==> config.mk <==
export PLATFORM = sky130hd
export DESIGN_NAME = seq_stim_ctrl
export DESIGN_NICKNAME = d
export VERILOG_FILES = /design/src/rtl/seq_stim_ctrl.sv
export SDC_FILE = /design/constraint.sdc
export NUM_CORES = 1
export LEC_CHECK = 0
export BUFFER_PORTS_ARGS = -buffer_cell sky130_fd_sc_hd__buf_4
export CAP_MARGIN = 20
export CORE_MARGIN = 2
export CORE_UTILIZATION = 53
export CTS_BUF_LIST = sky130_fd_sc_hd__clkbuf_16
export DETAILED_ROUTE_END_ITERATION = 16
export HOLD_SLACK_MARGIN = 0.06
export MAX_ROUTING_LAYER = met4
export PLACE_DENSITY_LB_ADDON = 0.15
export SLEW_MARGIN = 5
export SYNTH_ARGS = -nofsm -noshare
export SYNTH_HDL_FRONTEND = slang
export SYNTH_SLANG_ARGS = --single-unit
==> constraint.sdc <==
create_clock -name clk -period 2 [get_ports clk]
set_input_delay 0.4 -clock clk [delete_from_list [all_inputs] [get_ports clk]]
set_output_delay 0.4 -clock clk [all_outputs]
set_load 0.1 [all_outputs]
==> src/rtl/seq_stim_ctrl.sv <==
// seq_stim_ctrl
// Stimulus/scoreboard controller for a serial Mealy sequence detector.
// Latches a parallel sequence plus length, holds the detector in reset for
// CLR_CYCLES cycles, then streams the sequence MSB-first into the detector
// one bit per clock. It samples the detector output on every streamed bit
// and reports the hit count, the first-hit index and a full output trace.
//
// Handshake (start/busy/done): start is accepted only while the controller
// is in IDLE or DONE (busy=0). busy is high while a run is in progress
// (CLEAR and RUN). done pulses for exactly one cycle when a run completes
// normally, and the results are stable from that cycle until the next
// accepted start. abort ends a run early, raises the sticky aborted flag
// and suppresses done.
//
// Ports:
//   clk, rst     clock, synchronous active-high reset
//   start        launch request (IDLE/DONE only)
//   abort        cancel current run (CLEAR/RUN only)
//   seq_in       sequence, bit SEQ_W-1 is sent first
//   len          number of bits to send, clamped to SEQ_W
//   det_x        detector serial input
//   det_rst      detector synchronous reset
//   det_y        detector Mealy output, valid in the same cycle as det_x
//   busy, done   run in progress / one-cycle completion pulse
//   aborted      sticky abort flag
//   hit_count    number of sampled bits with det_y=1
//   first_hit    index of the first det_y=1, valid when hit_valid=1
//   y_trace      det_y for bit i is stored at position SEQ_W-1-i
//   dbg_state    current FSM state (0 IDLE, 1 CLEAR, 2 RUN, 3 DONE)
module seq_stim_ctrl #(
  parameter int SEQ_W      = 64,
  parameter int CNT_W      = 7,
  parameter int CLR_CYCLES = 2
) (
  input  logic             clk,
  input  logic             rst,
  input  logic             start,
  input  logic             abort,
  input  logic [SEQ_W-1:0] seq_in,
  input  logic [CNT_W-1:0] len,
  output logic             det_x,
  output logic             det_rst,
  input  logic             det_y,
  output logic             busy,
  output logic             done,
  output logic             aborted,
  output logic [CNT_W-1:0] hit_count,
  output logic [CNT_W-1:0] first_hit,
  output logic             hit_valid,
  output logic [SEQ_W-1:0] y_trace,
  output logic [1:0]       dbg_state
);

  typedef enum logic [1:0] {
    S_IDLE  = 2'd0,
    S_CLEAR = 2'd1,
    S_RUN   = 2'd2,
    S_DONE  = 2'd3
  } state_t;

  localparam logic [SEQ_W-1:0] TOP_BIT = {1'b1, {(SEQ_W-1){1'b0}}};

  state_t           r_state;
  state_t           w_next;
  logic [SEQ_W-1:0] r_shreg;
  logic [CNT_W-1:0] r_len;
  // Shared counter: CLEAR cycle count, then bit index during RUN.
  logic [CNT_W-1:0] r_cnt;
  logic [CNT_W-1:0] r_hit_count;
  logic [CNT_W-1:0] r_first_hit;
  logic             r_hit_valid;
  logic [SEQ_W-1:0] r_y_trace;
  logic             r_aborted;

  logic             w_accept;
  logic [CNT_W-1:0] w_len_clamp;
  logic             w_clr_last;
  logic             w_run_last;
  logic [SEQ_W-1:0] w_trace_bit;

  assign w_accept    = ((r_state == S_IDLE) || (r_state == S_DONE)) && start;
  assign w_len_clamp = (len > CNT_W'(SEQ_W)) ? CNT_W'(SEQ_W) : len;
  assign w_clr_last  = (r_cnt == CNT_W'(CLR_CYCLES - 1));
  assign w_run_last  = (r_cnt == (r_len - CNT_W'(1)));
  // Trace position for bit index r_cnt is SEQ_W-1-r_cnt.
  assign w_trace_bit = TOP_BIT >> r_cnt;

  // State register
  always_ff @(posedge clk) begin
    if (rst) r_state <= S_IDLE;
    else     r_state <= w_next;
  end

  // Next-state logic
  always_comb begin
    w_next = r_state;
    case (r_state)
      S_IDLE, S_DONE: begin
        if (start) w_next = (w_len_clamp == '0) ? S_DONE : S_CLEAR;
        else       w_next = S_IDLE;
      end
      S_CLEAR: begin
        if (abort)           w_next = S_IDLE;
        else if (w_clr_last) w_next = S_RUN;
      end
      S_RUN: begin
        // abort wins over the final-bit transition.
        if (abort)           w_next = S_IDLE;
        else if (w_run_last) w_next = S_DONE;
      end
      default: w_next = S_IDLE;
    endcase
  end

  // Output decode
  always_comb begin
    det_rst = 1'b1;
    det_x   = 1'b0;
    busy    = 1'b0;
    done    = 1'b0;
    case (r_state)
      S_CLEAR: busy = 1'b1;
      S_RUN: begin
        busy    = 1'b1;
        det_rst = rst;
        det_x   = r_shreg[SEQ_W-1];
      end
      S_DONE:  done = 1'b1;
      default: ;
    endcase
  end

  // Datapath
  always_ff @(posedge clk) begin
    if (rst) begin
      r_shreg     <= '0;
      r_len       <= '0;
      r_cnt       <= '0;
      r_hit_count <= '0;
      r_first_hit <= '0;
      r_hit_valid <= 1'b0;
      r_y_trace   <= '0;
      r_aborted   <= 1'b0;
    end else if (w_accept) begin
      r_shreg     <= seq_in;
      r_len       <= w_len_clamp;
      r_cnt       <= '0;
      r_hit_count <= '0;
      r_first_hit <= '0;
      r_hit_valid <= 1'b0;
      r_y_trace   <= '0;
      r_aborted   <= 1'b0;
    end else if (r_state == S_CLEAR) begin
      if (abort)           r_aborted <= 1'b1;
      else if (w_clr_last) r_cnt     <= '0;
      else                 r_cnt     <= r_cnt + CNT_W'(1);
    end else if (r_state == S_RUN) begin
      // The sample in the abort cycle is still recorded.
      if (det_y) begin
        r_hit_count <= r_hit_count + CNT_W'(1);
        r_y_trace   <= r_y_trace | w_trace_bit;
        if (!r_hit_valid) begin
          r_first_hit <= r_cnt;
          r_hit_valid <= 1'b1;
        end
      end
      r_shreg <= {r_shreg[SEQ_W-2:0], 1'b0};
      r_cnt   <= r_cnt + CNT_W'(1);
      if (abort) r_aborted <= 1'b1;
    end
  end

  assign aborted   = r_aborted;
  assign hit_count = r_hit_count;
  assign first_hit = r_first_hit;
  assign hit_valid = r_hit_valid;
  assign y_trace   = r_y_trace;
  assign dbg_state = r_state;

endmodule

# Word level (Yosys, flattened, before mapping)
# Index checks and enable logic that the tools add are counted.
dict set report totals {
  word_cells 62
  inputBits 76
  regBits 160
  out_inout_bits 86
}
dict set report op_classes {
  bitwise_logic 3
  magnitude_cmp 1
  reduce_logical 14
  n_mux 22
  n_addsub 3
  n_eq_ne 9
  shift 1
}
# op n
set ops {}
lappend ops {{$mux 64} 3}
lappend ops {{$or 64x64->64} 1}
lappend ops {{$shr 64x7->64 const A} 1}
lappend ops {{$mux 7} 5}
lappend ops {{$add 7x1->7 const B} 2}
lappend ops {{$mux 2} 6}
lappend ops {{$eq 7x1->1 const B} 1}
lappend ops {{$eq 7x7->1} 1}
lappend ops {{$gt 7x7->1 const B} 1}
lappend ops {{$logic_not 7->1} 1}
lappend ops {{$mux 1} 7}
lappend ops {{$sub 7x1->7 const B} 1}
lappend ops {{$ne 3x3->1 const B} 2}
lappend ops {{$pmux 2 s3} 1}
lappend ops {{$reduce_and 2->1} 3}
lappend ops {{$reduce_or 2->1} 3}
lappend ops {{$eq 2x2->1 const B} 2}
lappend ops {{$ne 2x2->1 const B} 2}
lappend ops {{$reduce_and 4->1} 1}
lappend ops {{$reduce_bool 2->1} 2}
lappend ops {{$reduce_and 3->1} 1}
lappend ops {{$eq 2x1->1 const B} 1}
lappend ops {{$logic_not 2->1} 1}
lappend ops {{$not 1->1} 2}
lappend ops {{other kinds (2)} 2}

# Logic depth before layout (Yosys ltp)
# Gate-level depths: netlist (run 1).
dict set report logic_depth {
  word_depth 6
  mapped_depth 10
  ltp_nobuf 7
}

# Worst setup path after synthesis (run 1)
# OpenSTA, ideal clock, no wires.
dict set report synth_timing {
  path_type {flip-flop to output port}
  from {register r_state[0], in the netlist dbg_state[0]}
  to {output port busy}
  arrival_time_ns 2.411
  t_required_ns 1.600
  path_slack_ns -0.811
  stages_incl_launch_ff 6
  path_buffers 2
  path_cell_list {dfxtp_1 > inv_1 > ha_1 > buf_2 > clkbuf_1 > inv_1}
}
dict set report synth_via {
  elab_chain_cells 3
  elab_cells_between_ends 4
}
# element line_no
set synth_rtl {}
lappend synth_rtl {{start, declared} 63} ;# state_t r_state;
lappend synth_rtl {{start signal, assigned} 91} ;# else r_state <= w_next;
lappend synth_rtl {{$eq 2x1->1 or $eq 2x2->1 (tied branches)} 121} ;# case (r_state)
lappend synth_rtl {{$reduce_or 2->1 (no line) (*)} n/a}
lappend synth_rtl {{$mux 1 (*)} 121}
lappend synth_rtl {{end, declared} 44} ;# output logic busy,
# Mark *: on every way between the ends. The rest lies on a longest branch, timed or not.

# Worst setup path after layout (run 1)
# Ends and elaborated chain as after synthesis.

==> results of run 1 <==
==> cell families after synthesis <==
logic type	after synthesis	synth area share, %
XOR/XNOR	17	2.24
flip-flops	160	48.2
buffers and inverters	75	4.88
adder cells (fa/ha/maj)	11	2.07
AND/OR/NAND/NOR	357	24.9
AO/OA/AOI/OAI	177	17.7
==> worst max-delay path by stage <==
stage	to	slack, ps	cells past startpoint
after detailed placement	r_shreg[7]	140	7
after floorplan	y_trace[17]	-40	9
after global placement	r_len[5]	250	6
final	busy	40	5
after global routing	busy	-5	5
after CTS	busy	-20	5
==> synthesized netlist by cell type (all sizes together), types with 2 or more instances <==
cell,n
a211o,2
a21oi,73
a22o,2
a311oi,63
a31oi,12
and2,11
and4,3
buf,24
clkbuf,42
dfxtp,160
ha,11
inv,9
nand2,86
nand2b,3
nand3,66
nand3b,2
nand4b,2
nor2,154
nor2b,5
nor3,7
nor3b,4
nor4,3
nor4b,2
o211ai,2
o21ai,18
or2b,2
or3,3
xnor2,6
xor2,11
==> placed cells by master, fill, tap and decap left out, types with 5 or more instances in the layout <==
cell type    n
and2_1       8
nor2_1     153
xnor2_1      6
a311oi_1    63
ha_1         9
buf_4      183
o21ai_0     17
clkinv_2     5
a21oi_1     71
clkbuf_16   18
dfxtp_1    158
xor2_1      11
nor3_1       6
buf_12       5
a31oi_1     12
inv_1        8
nor2b_1      5
nand3_1     66
nand2_1     84
==> power breakdown <==
| group | internal, W | leakage (nW) | switching (W) |
|---|---|---|---|
| Sequential | 0.00335 | 1.30 | 0.0000939 |
| Clock | 0.00188 | 0.288 | 0.00123 |
| Combinational | 0.000385 | 1.88 | 0.000560 |
| Total | 0.00561 | 3.47 | 0.00189 |
==> state kept, by name, summed over array words and instances (netlist names) <==
register / count
dbg_state: 2
hit_count: 7
y_trace: 64
first_hit: 7
aborted: 1
r_len: 7
hit_valid: 1
r_cnt: 7
r_shreg: 64
==> per-stage QoR <==
stage | area [sq um] | worst slack (ps) | std cells | hold slack [ps] | setup TNS, ps
floorplan | 6720 | -36.4 | 797 | 448 | -687
CTS | 8630 | -16.0 | 1116 | 183 | -16.0
detailed placement | 8040 | 138 | 1084 | 456 | 0
finish | 8690 | 42.1 | 1120 | 199 | 0
global route | 8690 | -5.22 | 1120 | 189 | -5.22
global placement | 8040 | 247 | 1084 | 449 | 0
==> routing by layer <==
| layer | track usage (%) | vias up |
|---|---|---|
| li1 | - | 3072 |
| met1 | 31.9 | 2999 |
| met2 | 42.3 | 206 |
| met3 | 6.28 | 31 |
| met4 | 9.60 | 0 |
| met5 | - | - |
==> cell type report <==
type	instances	area, sq um
clock buffer	18	450
clock inverter	14	121
fill	978	3430
inverter	9	40.0
multi-input combinational	562	3170
sequential	160	3210
tap	168	210
timing repair buffer	189	1490
==> worst max-delay path, stage by stage, from the launching register on <==
cell and delay (ps):
dfxtp_4 380, inv_4 40, ha_4 310, buf_12 120, clkinvlp_4 110, buf_12 180
==> repair_timing <==
item / 4_1_cts / 5_1_grt
setup buffers: 0 / 4
gates resized for setup: 5 / 7
pin swaps: 0 / 1
setup endpoints to repair: 3 / 4
endpoints found under the hold margin: 0 / 0
==> flow_metrics.py, run 1 <==
metrics = {
    "timing": {
        "worst_slew_pin_slew_ps": 643,
        "min_period_ps": 1960,
        "timing.fmax_mhz": 511,
        "setup_viol": 0,
        "rsz0062_at_grt": "yes",
        "slew-limit-headroom_pct": 57.1,
        "hold_violations": 0,
        "slew_viol_final": 0,
        "period_share_pct": 97.9,
        "clock_skew_ps": 5.14,
    },
    "critical_path": {
        "r2r_end": "r_cnt[0]",
        "crit_arrival_ps": 1560,
        "crit_start": "dbg_state[0]",
        "r2r-start": "r_cnt[0]",
        "crit_fanout": 7,
        "required_ps": 1600,
        "end_kind": "output port",
        "start_kind": "register",
        "r2r_slack_ps": 150,
        "critical_path_class": "reg -> out",
        "rr_worst_depth": 5,
    },
    "yosys": {
        "synthCells": 797,
        "synth_edf_count": 0,
        "syn_area_sq_um": 6640,
        "synth_top_cell_area_share_pct": 48.2,
        "synth.area.top_cells": "dfxtp_1, nor2_1, a311oi_1",
        "yosysTopAreaCell": "dfxtp_1",
        "ys_ff_latch": 160,
        "async_flop_share_pct": 0,
        "syn_avg_cell_area_sq_um": 8.33,
        "yosysUniqueCellTypes": 46,
        "synthFlopType": "dfxtp_1",
        "seq_area_frac_synth_pct": 48.2,
        "synth_fp_nets": 884,
        "yosys_warnings": 0,
    },
    "route": {
        "routed_wl_microns": 17100,
        "antenna_left": 0,
        "drc": 0,
        "met3RoutedLength_microns": 967,
        "wl_per_cell_microns": 15.2,
        "route.top_layer_used": "met4",
        "vias": 6308,
        "wl_met1_microns": 7310,
        "via_per_inst": 5.63,
        "routed-wl-met2_microns": 8500,
        "first_pass_iters": 7,
        "drt_iter0_markers": 501,
    },
    "worst_hold_path": {
        "min_to": "r_len[5]",
        "holdPathStages": 3,
        "hold_path.class": "in -> reg",
        "hold_path_startpoint": "len[5]",
    },
    "final_layout": {
        "final_nets": 1026,
        "final_util_pct": 71.7,
        "antenna_cells": 0,
        "drive_gt1_share_pct": 25.6,
        "syn_to_final_growth_pct": 30.8,
    },
    "global_routing": {
        "grt_pass1_wl_microns": 27000,
        "grt_pass1_vias": 5634,
        "grt_max_degree": 87,
        "antenna_found_initial": 0,
        "gr-total-overflow": 0,
        "grt.total_usage_pct": 26.2,
    },
    "power_and_ir_drop": {
        "p_total_w": 0.00750,
        "peakVddDrop_v": 0.000505,
        "power_density_nw_per_um2": 863,
        "p_leak_nw": 3.47,
    },
    "cts": {
        "cts-hold-fix-buffers": 0,
        "clk_pin_slew_ps": 60,
        "worstSkewPairLatency_ps": 420,
        "htreeDepth": 4,
        "clockBufferDepth": 2,
        "ctsRootBufferMaster": "clkbuf_16",
        "numCtsBuffers": 17,
        "cts_tree": "built",
        "clock-sinks": 160,
    },
    "die": {
        "die_h_microns": 116,
        "coreArea_sq_um": 12100,
        "start_util_pct": 54.8,
        "ioPinCount": 162,
        "placementRows": 40,
        "die_area_sq_um": 13400,
        "die_x_microns": 116,
    },
    "job": {
        "cap_violations": 0,
    },
    "outcome": {
        "status": "finished clean",
    },
    "placed_design": {
        "place_hpwl_microns": 11600,
        "io_buffers": 161,
        "gp_routability_congestion": 0.836,
    },
}
Power figures use the tool's default switching activity.
==> run 2, diff against run 1 <==
--- a/config.mk
+++ b/config.mk
@@ -11,6 +11,7 @@
 export CORE_UTILIZATION = 53
 export CTS_BUF_LIST = sky130_fd_sc_hd__clkbuf_16
 export DETAILED_ROUTE_END_ITERATION = 16
+export GPL_TIMING_DRIVEN = 0
 export HOLD_SLACK_MARGIN = 0.06
 export MAX_ROUTING_LAYER = met4
 export PLACE_DENSITY_LB_ADDON = 0.15
==> flow_metrics.py, run 2 (same netlist as run 1, synthesis figures left out) <==
metrics = {
    "outcome": {
        "status": "finished clean",
    },
    "die": {
        "start_util_pct": 54.8,
        "ioPinCount": 162,
        "die_h_microns": 116,
        "die_area_sq_um": 13400,
        "placementRows": 40,
        "coreArea_sq_um": 12100,
        "die_x_microns": 116,
    },
    "final_layout": {
        "fin_area_sq_um": 8880,
        "antenna_cells": 0,
        "drive_gt1_share_pct": 26.9,
        "layout_common_cells": "buf_4, dfxtp_1, nor2_1",
        "final_common_cell": "buf_4",
        "multi_input_area_sq_um": 3200,
        "n_fill_cell": 994,
        "final_nets": 1075,
        "seq_area_sq_um": 3210,
        "syn_to_final_growth_pct": 33.8,
    },
    "power_and_ir_drop": {
        "netSwitchingFraction_pct": 26.9,
        "p_sw_w": 0.00199,
        "power_frac_seq_pct": 46.4,
        "power_density_nw_per_um2": 834,
        "peakVddDrop_v": 0.000839,
        "p_clk_share_pct": 40.0,
        "p_int_w": 0.00541,
        "p_leak_nw": 3.57,
        "p_comb_share_pct": 13.6,
        "p_total_w": 0.00740,
    },
    "placed_design": {
        "post_dp_cell_area_sq_um": 8130,
        "io_buffers": 160,
        "place_hpwl_microns": 12400,
        "pre_cts_ws_ps": -370,
        "gp_routability_congestion": 0.867,
    },
    "timing": {
        "slew_viol_final": 0,
        "timing.fmax_mhz": 509,
        "hold_violations": 0,
        "holdWs_ps": 208,
        "worst_slew_pin_slew_ps": 627,
        "period_share_pct": 98.3,
        "setup_viol": 0,
        "fin_ws_ps": 33.9,
        "rsz0062_at_grt": "no",
        "min_period_ps": 1970,
        "clock_skew_ps": 6.97,
        "slew-limit-headroom_pct": 58.2,
        "finalSetupTns_ps": 0,
    },
    "critical_path": {
        "end_kind": "output port",
        "critical_path_class": "reg -> out",
        "start_kind": "register",
        "crit_arrival_ps": 1570,
        "crit_start": "dbg_state[0]",
        "r2r-start": "dbg_state[1]",
        "required_ps": 1600,
        "crit_fanout": 8,
    },
    "route": {
        "via_per_inst": 5.51,
        "antenna_left": 0,
        "drt_iter0_markers": 466,
        "first_pass_iters": 5,
        "drc": 0,
        "wl_per_cell_microns": 15.0,
        "vias": 6440,
        "routed_wl_microns": 17500,
    },
    "cts": {
        "cts_tree": "built",
        "worstSkewPairLatency_ps": 420,
        "numCtsBuffers": 17,
        "clock-sinks": 160,
        "clockBufferDepth": 2,
        "clk_pin_slew_ps": 60,
        "ctsRootBufferMaster": "clkbuf_16",
        "cts-hold-fix-buffers": 0,
        "htreeDepth": 4,
    },
    "global_routing": {
        "grt_pass1_vias": 5811,
        "grt_pass1_wl_microns": 28100,
        "gr-total-overflow": 0,
        "antenna_found_initial": 0,
        "grt.total_usage_pct": 27.2,
        "grt_max_degree": 17,
    },
    "job": {
        "cap_violations": 0,
    },
    "worst_hold_path": {
        "hold_path_startpoint": "len[4]",
        "hold_path.class": "in -> reg",
    },
}
-- run 2: cell types whose count changed in the layout (fill, tap and decap cells not counted), moves of 6 or more --
cell,delta
buf_2,+15
clkbuf_4,+6
clkbuf_2,+12
buf_4,-10
clkbuf_1,+21
-- run 2: what timing repair did --
item,in CTS,in global routing
pin swaps,4,2
resized for setup,18,36
endpoints found under the setup margin,149,146
setup buffers,10,4
gates cloned,0,0
-- run 2: final timing paths --
kind | end | slack (ps) | depth (start not counted)
hold / removal | r_len[4] | 210 | 2
setup / recovery | det_rst | 30 | 4
setup reg to reg | y_trace[1] | 120 | 10
hold reg to reg | y_trace[31] | 470 | 2
-- run 2: metal layers --
| layer | up-vias | wire, microns | global-route usage, % |
|---|---|---|---|
| met4 | 0 | 311 | 10.1 |
| li1 | 3186 | - | - |
| met5 | - | 0 | - |
| met3 | 27 | 1080 | 5.96 |
| met2 | 202 | 8470 | 44.3 |
| met1 | 3025 | 7650 | 33.1 |
-- run 2: area by class of cell --
| cell class | instances | share of cell area [%] |
|---|---|---|
| flip-flops and latches | 160 | 36.2 |
| multi-input cells | 562 | 36.0 |
| repair buffers | 174 | 14.9 |
| clock buffers | 18 | 5.07 |
| plain buffers | 64 | 4.08 |
| well taps | 168 | 2.37 |
| clock inverters | 13 | 1.01 |
| inverters | 9 | 0.451 |
-- run 2: critical path: stages, from the launching register on --
cell	delay (ps)
dfxtp_4	360
inv_4	60
ha_4	210
or2b_2	320
buf_6	190
-- run 2: power by group through the flow --
stage | registers [W] | logic, W | clock network [W]
4_1_cts | 0.00344 | 0.000990 | 0.00298
2_1_floorplan | 0.00351 | 0.000625 | 0
3_3_place_gp | 0.00350 | 0.000928 | 0
6_report | 0.00344 | 0.00101 | 0.00296
5_1_grt | 0.00346 | 0.00112 | 0.00310
3_5_place_dp | 0.00350 | 0.000946 | 0
-- run 2: stage by stage --
stage / cells / util [%]
2_1_floorplan: 797 / -
3_3_place_gp: 1125 / 67.1
3_5_place_dp: 1125 / 67.1
4_1_cts: 1166 / 72.8
5_1_grt: 1168 / 73.3
6_report: 1168 / 73.3
==> run 3, diff against run 2 <==
--- a/config.mk
+++ b/config.mk
@@ -7,7 +7,7 @@
 export LEC_CHECK = 0
 export BUFFER_PORTS_ARGS = -buffer_cell sky130_fd_sc_hd__buf_4
 export CAP_MARGIN = 20
-export CORE_MARGIN = 2
+export CORE_MARGIN = 10
 export CORE_UTILIZATION = 53
 export CTS_BUF_LIST = sky130_fd_sc_hd__clkbuf_16
 export DETAILED_ROUTE_END_ITERATION = 16
==> flow_metrics.py, run 3 (same netlist as run 1, synthesis figures left out) <==
metrics = {
    "final_layout": {
        "multi_input_area_sq_um": 3170,
        "seq_area_sq_um": 3210,
        "final-instance-count-excl-fill": 1163,
        "drive_gt1_share_pct": 26.3,
        "layout_common_cells": "buf_4, dfxtp_1, nor2_1",
        "n_fill_cell": 995,
        "antenna_cells": 0,
        "syn_to_final_growth_pct": 33.6,
        "final_util_pct": 72.9,
        "final_nets": 1072,
        "final_common_cell": "buf_4",
    },
    "route": {
        "antenna_left": 0,
        "first_pass_iters": 5,
        "wl_per_cell_microns": 16.1,
        "vias": 6353,
        "drc": 0,
        "via_per_inst": 5.46,
        "drt_iter0_markers": 454,
        "routed_wl_microns": 18800,
    },
    "die": {
        "die_area_sq_um": 17400,
        "coreArea_sq_um": 12200,
        "ioPinCount": 162,
        "placementRows": 40,
        "die_h_microns": 132,
        "die_x_microns": 132,
        "start_util_pct": 54.6,
    },
    "cts": {
        "numCtsBuffers": 17,
        "cts_tree": "built",
        "ctsRootBufferMaster": "clkbuf_16",
        "clk_pin_slew_ps": 60,
        "clock-sinks": 160,
        "clockBufferDepth": 2,
        "htreeDepth": 4,
        "worstSkewPairLatency_ps": 430,
    },
    "timing": {
        "hold_violations": 0,
        "clock_skew_ps": 7.33,
        "setup_viol": 0,
        "slew-limit-headroom_pct": 60.8,
        "period_share_pct": 98.1,
        "rsz0062_at_grt": "yes",
        "timing.fmax_mhz": 510,
        "min_period_ps": 1960,
        "slew_viol_final": 0,
        "worst_slew_pin_slew_ps": 589,
        "finalSetupTns_ps": 0,
        "holdWs_ps": 193,
    },
    "placed_design": {
        "place_hpwl_microns": 13700,
        "io_buffers": 160,
        "place_inst": 1125,
        "gp_routability_congestion": 0.834,
    },
    "critical_path": {
        "start_kind": "register",
        "end_kind": "output port",
        "crit_fanout": 7,
        "crit_arrival_ps": 1560,
        "required_ps": 1600,
        "critical_path_class": "reg -> out",
    },
    "power_and_ir_drop": {
        "power_density_nw_per_um2": 854,
        "p_total_w": 0.00757,
        "peakVddDrop_v": 0.000497,
        "p_leak_nw": 3.57,
    },
    "worst_hold_path": {
        "hold_path.class": "in -> reg",
    },
    "outcome": {
        "status": "finished clean",
    },
    "global_routing": {
        "grt.total_usage_pct": 21.7,
        "grt_max_degree": 17,
        "antenna_found_initial": 0,
        "gr-total-overflow": 0,
        "grt_pass1_wl_microns": 30700,
        "grt_pass1_vias": 6092,
    },
    "job": {
        "cap_violations": 0,
    },
}
[run 3: path summary, 6_finish.rpt]
path	cells after the start	endpoint	slack [ps]	startpoint
setup / recovery	5	busy	40	dbg_state[0]
hold / removal	3	r_len[5]	190	len[5]
setup reg to reg	5	dbg_state[0]	90	r_cnt[0]
hold reg to reg	2	y_trace[60]	470	y_trace[60]
[run 3: routing by layer]
metal / up-vias / routed length [microns] / GRT usage, % / part of all wire, %
met4: 0 / 406 / 8.71 / 2.2
li1: 3174 / - / - / -
met3: 33 / 986 / 4.80 / 5.3
met2: 205 / 9060 / 34.2 / 48
met5: - / 0 / - / 0
met1: 2941 / 8310 / 26.5 / 44
[run 3: what timing repair did]
action                     in CTS  in global routing
resized for setup              16                 29
setup endpoints to repair     149                 93
setup buffers                   9                  2
hold buffers                    0                  0
pin swaps                       5                  1
[run 3: power breakdown]
group          switching, W  internal [W]  leakage [nW]
sequential        0.0000912       0.00335          1.30
clock               0.00125       0.00188         0.283
combinational      0.000594      0.000407          1.98
[run 3: cell type report]
cell class | count | share of cell area, %
inverters | 9 | 0.451
plain buffers | 64 | 3.96
repair buffers | 171 | 14.8
flip-flops and latches | 160 | 36.2
clock buffers | 18 | 5.08
clock inverters | 11 | 1.34
multi-input cells | 562 | 35.8
well taps | 168 | 2.37
[run 3: through the flow]
stage,area (sq um),setup slack [ps]
CTS,8820,11.2
detailed placement,8130,-370
global placement,8130,-358
floorplan,6720,-36.4
global route,8870,-10.4
finish,8870,38.6
[run 3: worst max-delay path, cell delays in order (launching register included)]
cell and delay (ps):
dfxtp_4 380, inv_4 40, ha_4 300, clkbuf_16 140, clkinvlp_4 90, buf_12 170
